File: src/rtl/up_dn_sweep_ctrl_pkg.sv
// Shared types and default widths for the up/down sweep controller.
// Imported by the controller and its interface.
package up_dn_sweep_ctrl_pkg;

  localparam int DEF_WIDTH = 5;
  localparam int DEF_RPT_W = 4;

  typedef enum logic [2:0] {
    IDLE   = 3'd0,
    LOAD_S = 3'd1,
    UP_S   = 3'd2,
    DOWN_S = 3'd3,
    DONE_S = 3'd4
  } state_t;

endpackage

File: src/rtl/up_dn_sweep_ctrl_if.sv
// Control/feedback bundle between a sweep requester, the sweep controller
// and the external up/down counter.
interface up_dn_sweep_ctrl_if
  import up_dn_sweep_ctrl_pkg::*;
#(
  parameter int WIDTH = DEF_WIDTH,
  parameter int RPT_W = DEF_RPT_W
);

  logic             start;
  logic             stop;
  logic [WIDTH-1:0] LO_BOUND;
  logic [WIDTH-1:0] HI_BOUND;
  logic [RPT_W-1:0] REPEAT;
  logic [WIDTH-1:0] Counter;
  logic [WIDTH-1:0] IN;
  logic             LOAD;
  logic             Up;
  logic             Down;
  logic             busy;
  logic             done;
  logic             err;

  // Requester side: issues sweep requests, supplies counter feedback.
  modport master (
    output start, stop, LO_BOUND, HI_BOUND, REPEAT, Counter,
    input  IN, LOAD, Up, Down, busy, done, err
  );

  // Controller side.
  modport slave (
    input  start, stop, LO_BOUND, HI_BOUND, REPEAT, Counter,
    output IN, LOAD, Up, Down, busy, done, err
  );

endinterface

File: src/rtl/up_dn_sweep_ctrl.sv
// Triangle-sweep controller: drives an external up/down counter from lo to hi
// and back, REPEAT times, watching its value to detect the turning points.
module up_dn_sweep_ctrl
  import up_dn_sweep_ctrl_pkg::*;
#(
  parameter int WIDTH = DEF_WIDTH,
  parameter int RPT_W = DEF_RPT_W
) (
  input  logic              clk,
  input  logic              rst_n,
  up_dn_sweep_ctrl_if.slave bus
);

  state_t           state, state_nxt;
  logic [WIDTH-1:0] lo_q, lo_nxt;
  logic [WIDTH-1:0] hi_q, hi_nxt;
  logic [RPT_W-1:0] rpt_q, rpt_nxt;
  logic [RPT_W-1:0] tri_q, tri_nxt;
  logic [RPT_W-1:0] tri_inc, target;
  logic             err_q, err_nxt;
  logic             at_hi, at_lo, out_of_range;

  assign at_hi        = (bus.Counter == hi_q);
  assign at_lo        = (bus.Counter == lo_q);
  assign out_of_range = (bus.Counter < lo_q) || (bus.Counter > hi_q);

  // Triangle count saturates instead of wrapping; REPEAT of 0 means one pass.
  assign tri_inc = (tri_q == '1) ? tri_q : tri_q + 1'b1;
  assign target  = (rpt_q == '0) ? RPT_W'(1) : rpt_q;

  // NOTE: every variable gets a default before the case so no path leaves it
  // unassigned, which would otherwise infer a latch.
  always_comb begin
    state_nxt = state;
    lo_nxt    = lo_q;
    hi_nxt    = hi_q;
    rpt_nxt   = rpt_q;
    tri_nxt   = tri_q;
    err_nxt   = 1'b0;
    unique case (state)
      IDLE: begin
        if (bus.start) begin
          if (bus.LO_BOUND < bus.HI_BOUND) begin
            lo_nxt    = bus.LO_BOUND;
            hi_nxt    = bus.HI_BOUND;
            rpt_nxt   = bus.REPEAT;
            tri_nxt   = '0;
            state_nxt = LOAD_S;
          end else begin
            err_nxt = 1'b1;
          end
        end
      end
      LOAD_S: state_nxt = bus.stop ? IDLE : UP_S;
      UP_S: begin
        if (bus.stop) begin
          state_nxt = IDLE;
        end else if (out_of_range) begin
          err_nxt   = 1'b1;
          state_nxt = IDLE;
        end else if (at_hi) begin
          state_nxt = DOWN_S;
        end
      end
      DOWN_S: begin
        if (bus.stop) begin
          state_nxt = IDLE;
        end else if (out_of_range) begin
          err_nxt   = 1'b1;
          state_nxt = IDLE;
        end else if (at_lo) begin
          tri_nxt   = tri_inc;
          state_nxt = (tri_inc >= target) ? DONE_S : UP_S;
        end
      end
      DONE_S:  state_nxt = IDLE;
      default: state_nxt = IDLE;
    endcase
  end

  // NOTE: state registers use non-blocking assignments so every flop samples
  // the pre-edge values regardless of statement order.
  always_ff @(posedge clk or negedge rst_n) begin
    if (!rst_n) begin
      state <= IDLE;
      lo_q  <= '0;
      hi_q  <= '0;
      rpt_q <= '0;
      tri_q <= '0;
      err_q <= 1'b0;
    end else begin
      state <= state_nxt;
      lo_q  <= lo_nxt;
      hi_q  <= hi_nxt;
      rpt_q <= rpt_nxt;
      tri_q <= tri_nxt;
      err_q <= err_nxt;
    end
  end

  // Counter controls decode from state and feedback only; err is registered so
  // it stays low while reset holds the FSM in IDLE.
  assign bus.IN   = lo_q;
  assign bus.LOAD = (state == LOAD_S);
  assign bus.Up   = (state == UP_S) && !at_hi;
  assign bus.Down = (state == DOWN_S) && !at_lo;
  assign bus.busy = (state == LOAD_S) || (state == UP_S) || (state == DOWN_S);
  assign bus.done = (state == DONE_S);
  assign bus.err  = err_q;

endmodule

File: src/flat_wrapper.sv
// flat-port wrapper written by rule: the top's interface ports become plain ports
module up_dn_sweep_ctrl_flat import up_dn_sweep_ctrl_pkg::*;
#(
  parameter int WIDTH = DEF_WIDTH,
  parameter int RPT_W = DEF_RPT_W
)
  (clk, rst_n, bus_start, bus_stop, bus_LO_BOUND, bus_HI_BOUND, bus_REPEAT, bus_Counter, bus_IN, bus_LOAD, bus_Up, bus_Down, bus_busy, bus_done, bus_err);
  up_dn_sweep_ctrl_if #(.WIDTH(WIDTH), .RPT_W(RPT_W)) bus_i ();
  input  logic clk;
  input  logic rst_n;
  input wire logic [$bits(bus_i.start)-1:0] bus_start;
  input wire logic [$bits(bus_i.stop)-1:0] bus_stop;
  input wire logic [$bits(bus_i.LO_BOUND)-1:0] bus_LO_BOUND;
  input wire logic [$bits(bus_i.HI_BOUND)-1:0] bus_HI_BOUND;
  input wire logic [$bits(bus_i.REPEAT)-1:0] bus_REPEAT;
  input wire logic [$bits(bus_i.Counter)-1:0] bus_Counter;
  output wire logic [$bits(bus_i.IN)-1:0] bus_IN;
  output wire logic [$bits(bus_i.LOAD)-1:0] bus_LOAD;
  output wire logic [$bits(bus_i.Up)-1:0] bus_Up;
  output wire logic [$bits(bus_i.Down)-1:0] bus_Down;
  output wire logic [$bits(bus_i.busy)-1:0] bus_busy;
  output wire logic [$bits(bus_i.done)-1:0] bus_done;
  output wire logic [$bits(bus_i.err)-1:0] bus_err;
  assign bus_i.start = bus_start;
  assign bus_i.stop = bus_stop;
  assign bus_i.LO_BOUND = bus_LO_BOUND;
  assign bus_i.HI_BOUND = bus_HI_BOUND;
  assign bus_i.REPEAT = bus_REPEAT;
  assign bus_i.Counter = bus_Counter;
  assign bus_IN = bus_i.IN;
  assign bus_LOAD = bus_i.LOAD;
  assign bus_Up = bus_i.Up;
  assign bus_Down = bus_i.Down;
  assign bus_busy = bus_i.busy;
  assign bus_done = bus_i.done;
  assign bus_err = bus_i.err;
  up_dn_sweep_ctrl #(.WIDTH(WIDTH), .RPT_W(RPT_W)) u_core (.clk(clk), .rst_n(rst_n), .bus(bus_i));
endmodule
File: config.mk
export PLATFORM = sky130hd
export DESIGN_NAME = up_dn_sweep_ctrl_flat
export DESIGN_NICKNAME = d
export VERILOG_FILES = /design/src/rtl/up_dn_sweep_ctrl_pkg.sv /design/src/rtl/up_dn_sweep_ctrl_if.sv /design/src/rtl/up_dn_sweep_ctrl.sv /design/src/flat_wrapper.sv
export SDC_FILE = /design/constraint.sdc
export NUM_CORES = 1
export LEC_CHECK = 0
export BUFFER_PORTS_ARGS = -buffer_cell sky130_fd_sc_hd__buf_2
export CAP_MARGIN = 40
export CORE_ASPECT_RATIO = 0.6
export CORE_MARGIN = 1.5
export CORE_UTILIZATION = 54
export DETAILED_ROUTE_END_ITERATION = 12
export PLACE_DENSITY = 0.77
export REMOVE_ABC_BUFFERS = 1
export SYNTH_ARGS = -nofsm -noshare
export SYNTH_HDL_FRONTEND = slang
export SYNTH_SLANG_ARGS = --single-unit
File: constraint.sdc
create_clock -name clk -period 2.7 [get_ports clk]
set_input_delay 0.27 -clock clk [delete_from_list [all_inputs] [get_ports clk]]
set_output_delay 0.27 -clock clk [all_outputs]
set_load 0.01 [all_outputs]
# Yosys cells after proc, flatten, opt, wreduce, memory -nomap -nowiden
# Index checks and enable logic that the tools add are counted.
dict set report totals {
  reg_bits 22
  latch_bits 0
  ramBits 0
  rom_bits 0
  input_bits 23
  output_inout_bits 11
  word_cells 63
  mem_count 0
}
dict set report classes {
  addsub 1
  n_mul 0
  n_div 0
  order_cmp 4
  n_eq_ne 14
  shifts 0
  muxes 24
  n_bitwise 0
  reduce_logical 14
}
# operator count
set op_table {}
lappend op_table {{4-bit two-way mux} 7}
lappend op_table {{3-bit two-way mux} 9}
lappend op_table {{3-bit case mux with 4 select lines} 1}
lappend op_table {{5-bit equality test} 2}
lappend op_table {{5-bit < comparator} 2}
lappend op_table {{4-bit by 2-bit != test with 1-bit output (second input constant)} 2}
lappend op_table {{4-bit case mux with 2 select lines} 1}
lappend op_table {{3-bit by 2-bit equality test with 1-bit output (second input constant)} 2}
lappend op_table {{2-bit != test (second input constant)} 3}
lappend op_table {{6-bit AND reduction} 1}
lappend op_table {{5-bit greater-than comparator} 1}
lappend op_table {{4-bit by 1-bit adder with 4-bit output (second input constant)} 1}
lappend op_table {{4-bit equality test (second input constant)} 1}
lappend op_table {{4-bit greater-or-equal comparator} 1}
lappend op_table {{4-bit logical NOT} 1}
lappend op_table {{1-bit two-way mux} 4}
lappend op_table {{2-bit by 1-bit != test with 1-bit output (second input constant)} 2}
lappend op_table {{4-bit AND reduction} 1}
lappend op_table {{3-bit by 1-bit equality test with 1-bit output (second input constant)} 1}
lappend op_table {{3-bit equality test (second input constant)} 1}
lappend op_table {{3-bit logical NOT} 1}
lappend op_table {{1-bit logical OR} 3}
lappend op_table {{3-bit AND reduction} 1}
lappend op_table {{1-bit logical AND} 2}
lappend op_table {{other kinds (5)} 6}

# Longest topological paths before layout
# Gate-level depths: netlist of the first run.
dict set report logic_depth {
  word_depth 8
  mapped_depth 9
  depth_no_buf 9
}

# Worst setup path before layout of the first run
# Ideal clock, no wire load.
dict set report synth_path {
  path_kind {register to register}
  start {register u_core.tri_q[0]}
  end {register u_core.state[1]}
  setup_time_ps 64
  t_arrival_ps 2400
  path_slack_ps 235
  stages_incl_launch_ff 9
  synth_period_minus_slack_ps 2465
  path_cell_list {dfrtp_1 -> ha_1 -> nand3_1 -> mux2_2 -> ha_1 -> a2111oi_0 -> nor3_1 -> a2111oi_0 -> o21ba_2}
}
dict set report synth_between {
  elab_chain_cells 8
  elab_cells_between_ends 9
  classes_between {add/sub (1); order compare (1); eq/ne (1); mux (6)}
}
# element line_no
set synth_rtl {}
lappend synth_rtl {{start, declared} up_dn_sweep_ctrl.sv:18} ;# logic [RPT_W-1:0] tri_q, tri_nxt;
lappend synth_rtl {{start signal, assigned} up_dn_sweep_ctrl.sv:96} ;# tri_q <= tri_nxt;
lappend synth_rtl {{4-bit by 1-bit adder with 4-bit output or 4-bit equality test (tied branches)} up_dn_sweep_ctrl.sv:28} ;# assign tri_inc = (tri_q == '1) ? tri_q : tri_q + 1'b1;
lappend synth_rtl {{4-bit two-way mux *} up_dn_sweep_ctrl.sv:28}
lappend synth_rtl {{4-bit greater-or-equal comparator *} up_dn_sweep_ctrl.sv:73} ;# state_nxt = (tri_inc >= target) ? DONE_S : UP_S;
lappend synth_rtl {{3-bit two-way mux *} up_dn_sweep_ctrl.sv:73}
lappend synth_rtl {{3-bit two-way mux *} up_dn_sweep_ctrl.sv:71} ;# end else if (at_lo) begin
lappend synth_rtl {{3-bit two-way mux *} up_dn_sweep_ctrl.sv:68} ;# end else if (out_of_range) begin
lappend synth_rtl {{3-bit two-way mux *} up_dn_sweep_ctrl.sv:66} ;# if (bus.stop) begin
lappend synth_rtl {{3-bit case mux with 4 select lines *} up_dn_sweep_ctrl.sv:40} ;# unique case (state)
lappend synth_rtl {{end signal, assigned} up_dn_sweep_ctrl.sv:92} ;# state <= state_nxt;
lappend synth_rtl {{end, declared} up_dn_sweep_ctrl.sv:14} ;# state_t state, state_nxt;
# Every way passes the cells marked *; elsewhere a longest branch is shown, timed or not. The select of a mux whose other input is x is not followed.
# A chain may end at the register's enable or synchronous reset.

# Worst setup path in the final report of the first run
dict set report layout_path {
  start {register u_core.tri_q[1]}
  end {register u_core.state[1]}
}
# Same word-level chain as after synthesis.

==> results of run 1 <==
[cells by family after synthesis]
family / share of synthesized area (%)
AO/OA/AOI/OAI: 12.9
flip-flops: 35.7
AND/OR/NAND/NOR: 17.7
XOR/XNOR: 0.568
buffers and inverters: 5.51
multiplexers: 12.2
adder cells (fa/ha/maj): 15.4
[critical path: cells and delay by family, from the launching register on]
family | cells | cell delay (ns)
AO/OA/AOI/OAI | 3 | 0.80
adder cells (fa/ha/maj) | 2 | 0.54
flip-flops | 1 | 0.42
multiplexers | 1 | 0.36
AND/OR/NAND/NOR | 2 | 0.29
[worst min path at each step]
stage	end	slack (ns)
floorplan	u_core.bus.IN[0]	-0.03
global placement	u_core.bus.IN[2]	0.27
detailed placement	u_core.bus.IN[3]	0.28
CTS	u_core.rpt_q[1]	0.22
global route	u_core.rpt_q[2]	0.22
finish	u_core.rpt_q[0]	0.22
[per-stage QoR]
| stage | setup WS, ns | hold WS (ns) | power [mW] | area (um^2) |
|---|---|---|---|---|
| 6_report | 0.219 | 0.224 | 1.68 | 1860 |
| 3_5_place_dp | 0.109 | 0.276 | 1.33 | 1760 |
| 4_1_cts | 0.0939 | 0.225 | 1.65 | 1840 |
| 5_1_grt | 0.0400 | 0.225 | 1.81 | 1860 |
| 3_3_place_gp | 0.211 | 0.265 | 1.29 | 1750 |
| 2_1_floorplan | 0.235 | -0.0256 | 1.07 | 1530 |
[Yosys cell counts, types with 2 or more instances]
cell,count
nor2_1,11
nand3_1,4
mux2_2,11
a21oi_1,4
or2_2,2
nand2_1,10
a2111oi_0,2
mux2i_1,2
nand2b_1,3
mux2_4,3
nor3_1,6
inv_1,19
buf_2,2
o21ai_0,7
a31oi_1,2
and3_1,5
a21o_1,2
ha_1,19
dfrtp_1,22
[report_power, final]
part | switching, mW | total [mW] | internal [mW] | leakage (nW)
clock | 0.120 | 0.318 | 0.198 | 0.0357
combinational | 0.434 | 0.814 | 0.380 | 0.673
sequential | 0.0894 | 0.543 | 0.454 | 0.276
[per-layer routing]
metal  global-route usage, %  up-vias  share of wire (%)
met2                    37.8       38                 42
met5                       0        -                  0
li1                        -      638                  -
met4                    6.04        0                1.3
met1                    36.1      617                 52
met3                    5.92        9                4.8
[state kept, by name, summed over array words and instances, names as in the netlist]
name / count
u_core.state: 3
u_core.rpt_q: 4
u_core.bus.IN: 5
u_core.hi_q: 5
u_core.bus.err: 1
u_core.tri_q: 4
[layout make-up]
type,count,area [um^2],share of cell area [%]
flip-flops and latches,22,551,29.6
clock inverters,1,30.0,1.62
multi-input cells,114,927,49.9
inverters,19,71.3,3.84
clock buffers,3,41.3,2.22
well taps,32,40.0,2.15
repair buffers,37,198,10.6
[timing repair]
item	4_1_cts	5_1_grt
hold buffers	1	0
endpoints found under the hold margin	22	0
gates resized for setup	0	5
setup endpoints to repair	0	1
==> results by group, run 1 <==
Run status
  • Run status: complete, no violations

Global routing
  • Vias in the first global route: 1,317
  • Gr usage total: 24.8%
  • Largest net degree at the start of global routing: 23
  • Overflow after GRT: 0
  • First-pass GRT wire length: 6030 um
  • Initial antenna violation count: 0

Die
  • Boundary Pins: 34
  • Die Y: 44.4 um
  • Die area: roughly 3200 um^2
  • Initial Utilization: 59.1%
  • Core area: roughly 2600 um^2
  • Site row count: 14
  • Die Wd: between 70 and 80 um

Timing
  • Setup tns final: 0 ns
  • Final min period: 2.48 ns
  • Setup Skew: 0.00531 ns
  • Setup violators final: 0
  • RSZ-0062 raised after global routing: false
  • Worst Tran Pin Value: 0.520 ns
  • Slew headroom: 65.4%
  • Max-slew violation count: 0
  • Max Fclk: 403 MHz
  • Fin. Hold Viols: 0
  • Tcrit/Tclk final: 91.9%

Synth
  • Synth warn: 0
  • Synthesized instance count: 158
  • Post-synthesis sequential area ratio: 35.7%
  • Cell accounting for the most synthesized area: dfrtp_1
  • Netlist cell types: between 40 and 50
  • Average instance area after synthesis: between 9 and 10 um^2
  • Post-synth EDFFs: 0
  • Share of the synthesized area in the top cell type: 35.7%
  • Post-Syn Area: 1540 um^2
  • Seq cells post-synth: 22
  • Top FF cell, synth: dfrtp_1
  • Asr flop ratio synth: 100%
  • Synth area leaders: dfrtp_1 (36%), ha_1 (15%), mux2_2 (8.0%), inv_1 (4.6%), mux2_4 (2.9%)

Clock tree
  • CTS Root Cell: clkbuf_8
  • Clock Latency Late Sink: 0.27 ns
  • Num CTS Buffers: 3
  • CTS tree: yes
  • Clock Pin Slew Worst Setup and Hold Paths: ~0.09 ns
  • Setup repair bufs after CTS: 0
  • CTS max path bufs: 2
  • Clk sinks: 22
  • CTS H-tree depth: 1

Critical path
  • Setup crit end: u_core.state[1]
  • Crit. End Element: flop
  • Reg2reg end: u_core.state[1]
  • Critical path startpoint: u_core.tri_q[1]
  • Largest stage delay on the critical path: 0.42 ns
  • Worst Path Max Fanout: 4
  • Flop-to-flop setup slack: 0.22 ns
  • Startpoint types: flop
  • Worst r2r path cells: 8
  • CP arrival: 2.69 ns
  • Crit-path cells: ha_1, nand3_2, mux2_2, ha_1, a2111oi_1, nor3_1, a2111oi_2, o21ba_2
  • Worst path most repeated cell: ha_1
  • Critical path required time: 2.91 ns
  • CP Class: flop to flop
  • Worst R2R Start: u_core.tri_q[1]
  • CP max stage cell: dfrtp_1

Layout
  • Share of cells above drive strength 1: about a third
  • Final net count: 239
  • Area grow syn2layout: 20.4%
  • Commonest cells after routing, fill and taps aside: buf_2 (33), dfrtp_1 (22), inv_1 (19), ha_1 (19)
  • # fillers: 200
  • Diode count: 0
  • Commonest non-fill, non-tap cell in the layout: buf_2
  • Non-filler cells, final: between 200 and 250
  • Final core utilization: 71.2%

Power
  • VDD IR max: 0.537 mV
  • Leak: about 0.99 nW
  • PD cells: 902 nW/um^2

Flow run
  • Max cap viols: 0

Drt
  • Initial DRT Pass Iterations: 4
  • Drt total wl: 3490 um
  • Vias/cell: about 5.7
  • Residual DRC count: 0
  • Iter 0 DRT Violations: about 110
  • Antenna Nets Post-Route: 0
  • DR WL/cell: roughly 15 um
  • Via Count: 1,302

Placed design
  • # placed instances: around 220
  • Routability congestion estimate: 0.900
  • Post-DP HPWL: 2720 um
  • Port bufs: 33

Min path
  • Min-Delay Startpoint: bus_REPEAT[0]
  • HP Class: input pin to flop
  • Worst Hold Depth: 2
(Power assumes the default switching activity.)
==> run 2: changes to the inputs <==
- ABC_AREA: not set -> 1
- CORE_UTILIZATION: 54 -> 58
- PLACE_DENSITY: 0.77 -> 0.82
- clock period: 2.7 -> 3.2 ns (I/O delays scaled with it)
==> run 2 against run 1 <==
Synthesized area rose by 2.3%. Count of clock-buffer cells in the layout did not move. Worst setup slack improved by 0.71 ns. Die area fell by 4.5%. Sequential share of layout area rose by 0.30 points. Critical path type unchanged. Critical endpoint unchanged. Largest cell class unchanged.
==> results by group, run 2 <==
Synth
  • Asr flop ratio synth: between 90% and 100%
  • Netlist cell types: 24
  • Post-Syn Area: 1580 um^2
  • Seq cells post-synth: 22
  • Synth area leaders: dfrtp_1 (35%), ha_1 (15%), nand2_1 (14%), inv_1 (8.6%), o21ai_2 (3.3%)
  • Synth warn: 0
  • Average instance area after synthesis: between 7 and 8 um^2
  • Cell accounting for the most synthesized area: dfrtp_1
  • Count leader, synth: nand2_1
  • Share of the synthesized area in the top cell type: 34.9%
  • Post-synthesis sequential area ratio: between 30% and 40%
  • Most frequent cells after synthesis: nand2_1 (57), inv_1 (36), dfrtp_1 (22)
  • Top FF cell, synth: dfrtp_1
  • Post-synth EDFFs: 0
  • Synthesized instance count: 205

Power
  • Total power: 1.51 mW
  • VDD IR max: roughly 0.36 mV
  • Leak: 1.05 nW
  • PD cells: 823 nW/um^2

Die
  • Initial Utilization: 62.1%
  • Core area: 2540 um^2
  • Boundary Pins: 34
  • Site row count: 14
  • Die Y: 43.4 um
  • Die area: 3050 um^2
  • Die Wd: 70.3 um

Global routing
  • Initial antenna violation count: 0
  • Gr usage total: 24.3%
  • Vias in the first global route: 1,199
  • Overflow after GRT: 0
  • Largest net degree at the start of global routing: 29
  • First-pass GRT wire length: around 5600 um

Critical path
  • Critical path required time: between 3 and 4 ns
  • Worst Path Max Fanout: 4
  • Largest stage delay on the critical path: 0.43 ns
  • CP Class: flop to flop
  • Worst path most repeated cell: nand2_1
  • Crit-path cells: ha_1, nand2_1, inv_1, nand2_1, mux2_2, ha_1, a21oi_1, o21ai_0, nor2_1, nand3_1, nand2_1, nand2_1, nand2_1
  • Crit. End Element: flop
  • CP max stage cell: dfrtp_1
  • Startpoint types: flop
  • CP arrival: 2.48 ns

Layout
  • Final net count: 284
  • Diode count: 0
  • Final core utilization: just over 70%
  • Commonest cells after routing, fill and taps aside: nand2_1 (57), inv_1 (36), buf_2 (33)
  • Fin area: 1840 um^2
  • Area grow syn2layout: 16.6%
  • Share of cells above drive strength 1: 22.8%
  • Commonest non-fill, non-tap cell in the layout: nand2_1

Drt
  • Via Count: 1,408
  • DR WL/cell: 12.2 um
  • Drt total wl: between 3000 and 4000 um
  • Top Layer Used: met4
  • Antenna Nets Post-Route: 0
  • Iter 0 DRT Violations: 157
  • Residual DRC count: 0
  • Met3 routed WL: 294 um
  • Wl on met1: 1670 um
  • Initial DRT Pass Iterations: 4
  • WL met2: 1340 um
  • Vias/cell: 5.16

Clock tree
  • Setup repair bufs after CTS: 0
  • CTS max path bufs: 2
  • Hold_buf cts: 0
  • Clk sinks: 22
  • Clock Pin Slew Worst Setup and Hold Paths: ~0.080 ns
  • Clock Latency Late Sink: 0.27 ns
  • CTS H-tree depth: 1
  • Num CTS Buffers: 3
  • CTS Root Cell: clkbuf_8
  • CTS resizes: 0
  • CTS tree: yes

Timing
  • Fin. Hold Viols: 0
  • Setup tns final: 0 ns
  • Setup Skew: 0.00672 ns
  • Tcrit/Tclk final: 70.9%
  • Max-slew violation count: 0
  • Final min period: 2.27 ns
  • Setup violators final: 0
  • Max Fclk: 441 MHz
  • Worst Tran Pin Value: 0.506 ns
  • Slew headroom: around 66%
  • RSZ-0062 raised after global routing: false

Placed design
  • Port bufs: 33
  • Post-DP HPWL: 2600 um
  • Routability congestion estimate: 0.911
  • Post-DP Area: 1770 um^2

Min path
  • HP Class: input pin to async pin

Flow run
  • Max cap viols: 0

Run status
  • Run status: complete, no violations
==> run 2: where the power goes <==
group	total, mW	leakage (nW)	internal (mW)	switching, mW
registers	0.454	0.279	0.386	0.0677
logic	0.796	0.740	0.301	0.495
clock network	0.264	0.0357	0.167	0.0968
==> run 2: area by class of cell <==
class | instances | area (um^2)
inverter | 40 | 150
tap | 32 | 40.0
clock inverter | 1 | 30.0
timing repair buffer | 34 | 173
multi-input combinational | 141 | 855
clock buffer | 3 | 41.3
sequential | 22 | 551
fill | 201 | 701
==> run 2: logic make-up (layout without fill, tap and decap cells) <==
logic type	count (synthesis)	after routing	synth area share, %
AO/OA/AOI/OAI	31	31	11.7
XOR/XNOR	1	1	0.555
adder cells (fa/ha/maj)	19	19	15.1
buffers and inverters	42	78	10.9
flip-flops	22	22	34.9
multiplexers	1	1	0.714
AND/OR/NAND/NOR	89	89	26.1
==> run 2: path summary, 6_finish.rpt <==
check,startpoint,end,slack (ns),depth (start not counted)
max in group asynchronous,rst_n,u_core.tri_q[3],2.85,1
hold / removal,rst_n,u_core.bus.IN[3],0.004,1
min in group clk,bus_REPEAT[1],u_core.rpt_q[1],0.25,3
setup / recovery,u_core.tri_q[0],u_core.state[1],0.93,13
setup reg to reg,u_core.tri_q[0],u_core.state[1],0.93,13
hold reg to reg,u_core.rpt_q[0],u_core.rpt_q[0],0.54,2
==> run 2: layer usage <==
| metal | global-route usage [%] | vias to the layer above |
|---|---|---|
| li1 | - | 729 |
| met4 | 5.77 | 0 |
| met5 | 0 | - |
| met3 | 5.58 | 5 |
| met1 | 38.2 | 615 |
| met2 | 33.8 | 59 |
==> run 2: critical path: cells and delay by family, from the launching register on <==
family          cells  cell delay, ns
simple gates        7            0.62
fa+ha+maj           2            0.53
flops               1            0.43
mux                 1            0.36
compound gates      2            0.21
buf+inv             1            0.05
==> run 2: metrics by stage <==
stage | setup WS, ns | hold slack [ns] | cells
after floorplan | 1.13 | 0.0244 | 203
after global placement | 1.06 | 0.312 | 269
after detailed placement | 1.01 | 0.318 | 269
after CTS | 0.954 | 0.0244 | 273
after global routing | 0.794 | 0.0400 | 273
final | 0.932 | 0.00447 | 273
==> run 3: changes to the inputs <==
- CORE_UTILIZATION: 58 -> 49
- PLACE_DENSITY: 0.82 -> 0.74
- clock period: 3.2 -> 1.8 ns (I/O delays scaled with it)
==> run 3 against run 2 <==
The run now ends with negative setup slack left. Cell area grew 16%. Die area rose by 17%. Clock skew shrank 0.0028 ns. Cell count grew 8.8%. Largest power group unchanged. Register-to-register slack lost 1.1 ns. Routed wire length increased by 16%. Combinational power up 140%. Utilization is 0.26 points lower. Hold slack improved by 0.12 ns. Non-clock buffer count increased by 14. Count of clock-buffer cells in the layout rose by 1.
==> results by group, run 3 (synthesis results as in run 2) <==
Critical path
  • Crit. End Element: flop
  • Worst Path Max Fanout: 2
  • CP arrival: roughly 2.2 ns
  • Worst path most repeated cell: nand2_1
  • CP Class: flop to flop
  • Largest stage delay on the critical path: 0.39 ns
  • CP max stage cell: dfrtp_1
  • Critical path required time: 2.01 ns
  • Startpoint types: flop
  • Buf/Inv on CP: 1
  • Delay-heaviest family, CP: simple AND/OR/NAND/NOR gates
  • Crit-path cells: ha_2, nand2_2, inv_2, nand2_2, mux2_4, ha_4, a21oi_2, o21ai_1, nor2_1, nand3_1, nand2_1, nand2_1, nand2_1

Die
  • Core area: 2970 um^2
  • Boundary Pins: 34
  • Die Wd: 76.3 um
  • Die Y: between 40 and 50 um
  • Die area: about 3600 um^2
  • Initial Utilization: between 50% and 60%
  • Site row count: 15

Clock tree
  • Clk sinks: 22
  • CTS Root Cell: clkbuf_8
  • Clock Latency Late Sink: 0.27 ns
  • CTS tree: yes
  • Clock Pin Slew Worst Setup and Hold Paths: 0.08 ns
  • Num CTS Buffers: 3
  • CTS max path bufs: 2
  • CTS H-tree depth: 1

Run status
  • Run status: complete, but fails checks
  • Failing checks: negative setup slack

Global routing
  • First-pass GRT wire length: about 5800 um
  • Vias in the first global route: 1,299
  • Overflow after GRT: 0
  • Gr usage total: 21.5%
  • Initial antenna violation count: 0
  • Largest net degree at the start of global routing: 29

Timing
  • Hold Slack: around 0.12 ns
  • Setup WS post-layout: -0.162 ns
  • RSZ-0062 raised after global routing: true
  • Tcrit/Tclk final: 109%
  • Setup violators final: 2
  • Slew headroom: 65.7%
  • Max-slew violation count: 0
  • Final min period: between 1.5 and 2 ns
  • Fin. Hold Viols: 0
  • Max Fclk: 510 MHz
  • Setup Skew: about 0.004 ns
  • Worst Tran Pin Value: 0.515 ns

Layout
  • # fillers: 229
  • Area grow syn2layout: 35.6%
  • Commonest cells after routing, fill and taps aside: nand2_1 (47), buf_2 (33), inv_1 (28)
  • Share of cells above drive strength 1: 40.0%
  • Diode count: 0
  • Final net count: slightly below 300
  • Non-filler cells, final: between 200 and 300
  • Commonest non-fill, non-tap cell in the layout: nand2_1

Power
  • Total power: between 3 and 4 mW
  • VDD IR max: about 0.76 mV
  • Leak: 1.15 nW
  • PD cells: roughly 1400 nW/um^2

Drt
  • Via Count: 1,476
  • Vias/cell: around 5.0
  • DR WL/cell: 12.9 um
  • Antenna Nets Post-Route: 0
  • Residual DRC count: 0
  • Wl on met1: a little over 2000 um
  • Top Layer Used: met4
  • Drt total wl: 3850 um
  • Initial DRT Pass Iterations: 4
  • Met3 routed WL: 246 um
  • WL met2: 1530 um
  • Iter 0 DRT Violations: 95

Placed design
  • Routability congestion estimate: 0.819
  • # placed instances: 289
  • Port bufs: 33
  • Post-DP HPWL: 2710 um
  • Dpl ws: -0.318 ns

Min path
  • HP Class: input pin to flop

Flow run
  • Max cap viols: 0
-- run 3: worst paths after layout --
kind | from | end | slack (ns) | cells past startpoint
max | u_core.tri_q[1] | u_core.state[1] | -0.16 | 13
min | bus_REPEAT[0] | u_core.rpt_q[0] | 0.12 | 3
max reg2reg | u_core.tri_q[1] | u_core.state[1] | -0.16 | 13
min reg2reg | u_core.hi_q[1] | u_core.hi_q[1] | 0.54 | 2
max in group asynchronous | rst_n | u_core.tri_q[3] | 1.03 | 2
min in group asynchronous | rst_n | u_core.bus.IN[3] | 0.42 | 2
-- run 3: worst register-to-register path: stages (launching register included) --
cell	delay (ns)
dfrtp_1	0.39
ha_2	0.20
nand2_2	0.07
inv_2	0.05
nand2_2	0.08
mux2_4	0.33
ha_4	0.22
a21oi_2	0.11
o21ai_1	0.06
nor2_1	0.15
nand3_1	0.09
nand2_1	0.06
nand2_1	0.05
nand2_1	0.05
-- run 3: per-layer routing --
| metal | global-route usage [%] | up-vias |
|---|---|---|
| met5 | 0 | - |
| met4 | 4.44 | 0 |
| met3 | 4.85 | 8 |
| met2 | 31.8 | 51 |
| met1 | 32.5 | 657 |
| li1 | - | 760 |
-- run 3: cell type report --
type                            count  area [um^2]  share of cell area [%]
Multi-Input combinational cell    141         1030                    48.4
Sequential cell                    22          551                    25.7
Timing Repair Buffer               48          297                    13.9
Inverter                           40          150                    7.02
Clock buffer                        4         55.1                    2.57
Tap cell                           42         52.6                    2.46
-- run 3: report_power, final --
group | internal (mW) | switching, mW | total [mW] | leakage [nW]
logic | 0.823 | 1.10 | 1.92 | 0.838
clock network | 0.195 | 0.168 | 0.363 | 0.0288
registers | 0.687 | 0.126 | 0.813 | 0.279
-- run 3: timing repair --
| item | in CTS | in global routing |
|---|---|---|
| setup buffers | 1 | 2 |
| hold buffers | 1 | 0 |
| pin swaps | 7 | 12 |
| resized for setup | 16 | 27 |
| hold endpoints to repair | 22 | 0 |
| setup endpoints to repair | 7 | 8 |
-- run 3: through the flow --
stage	instance area, um^2	utilization (%)	setup TNS (ns)
global route	2140	72.2	-0.571
global placement	1870	63.0	-0.385
CTS	1990	67.2	-0.254
floorplan	1560	-	-0.424
detailed placement	1870	63.0	-0.709
finish	2140	72.2	-0.282
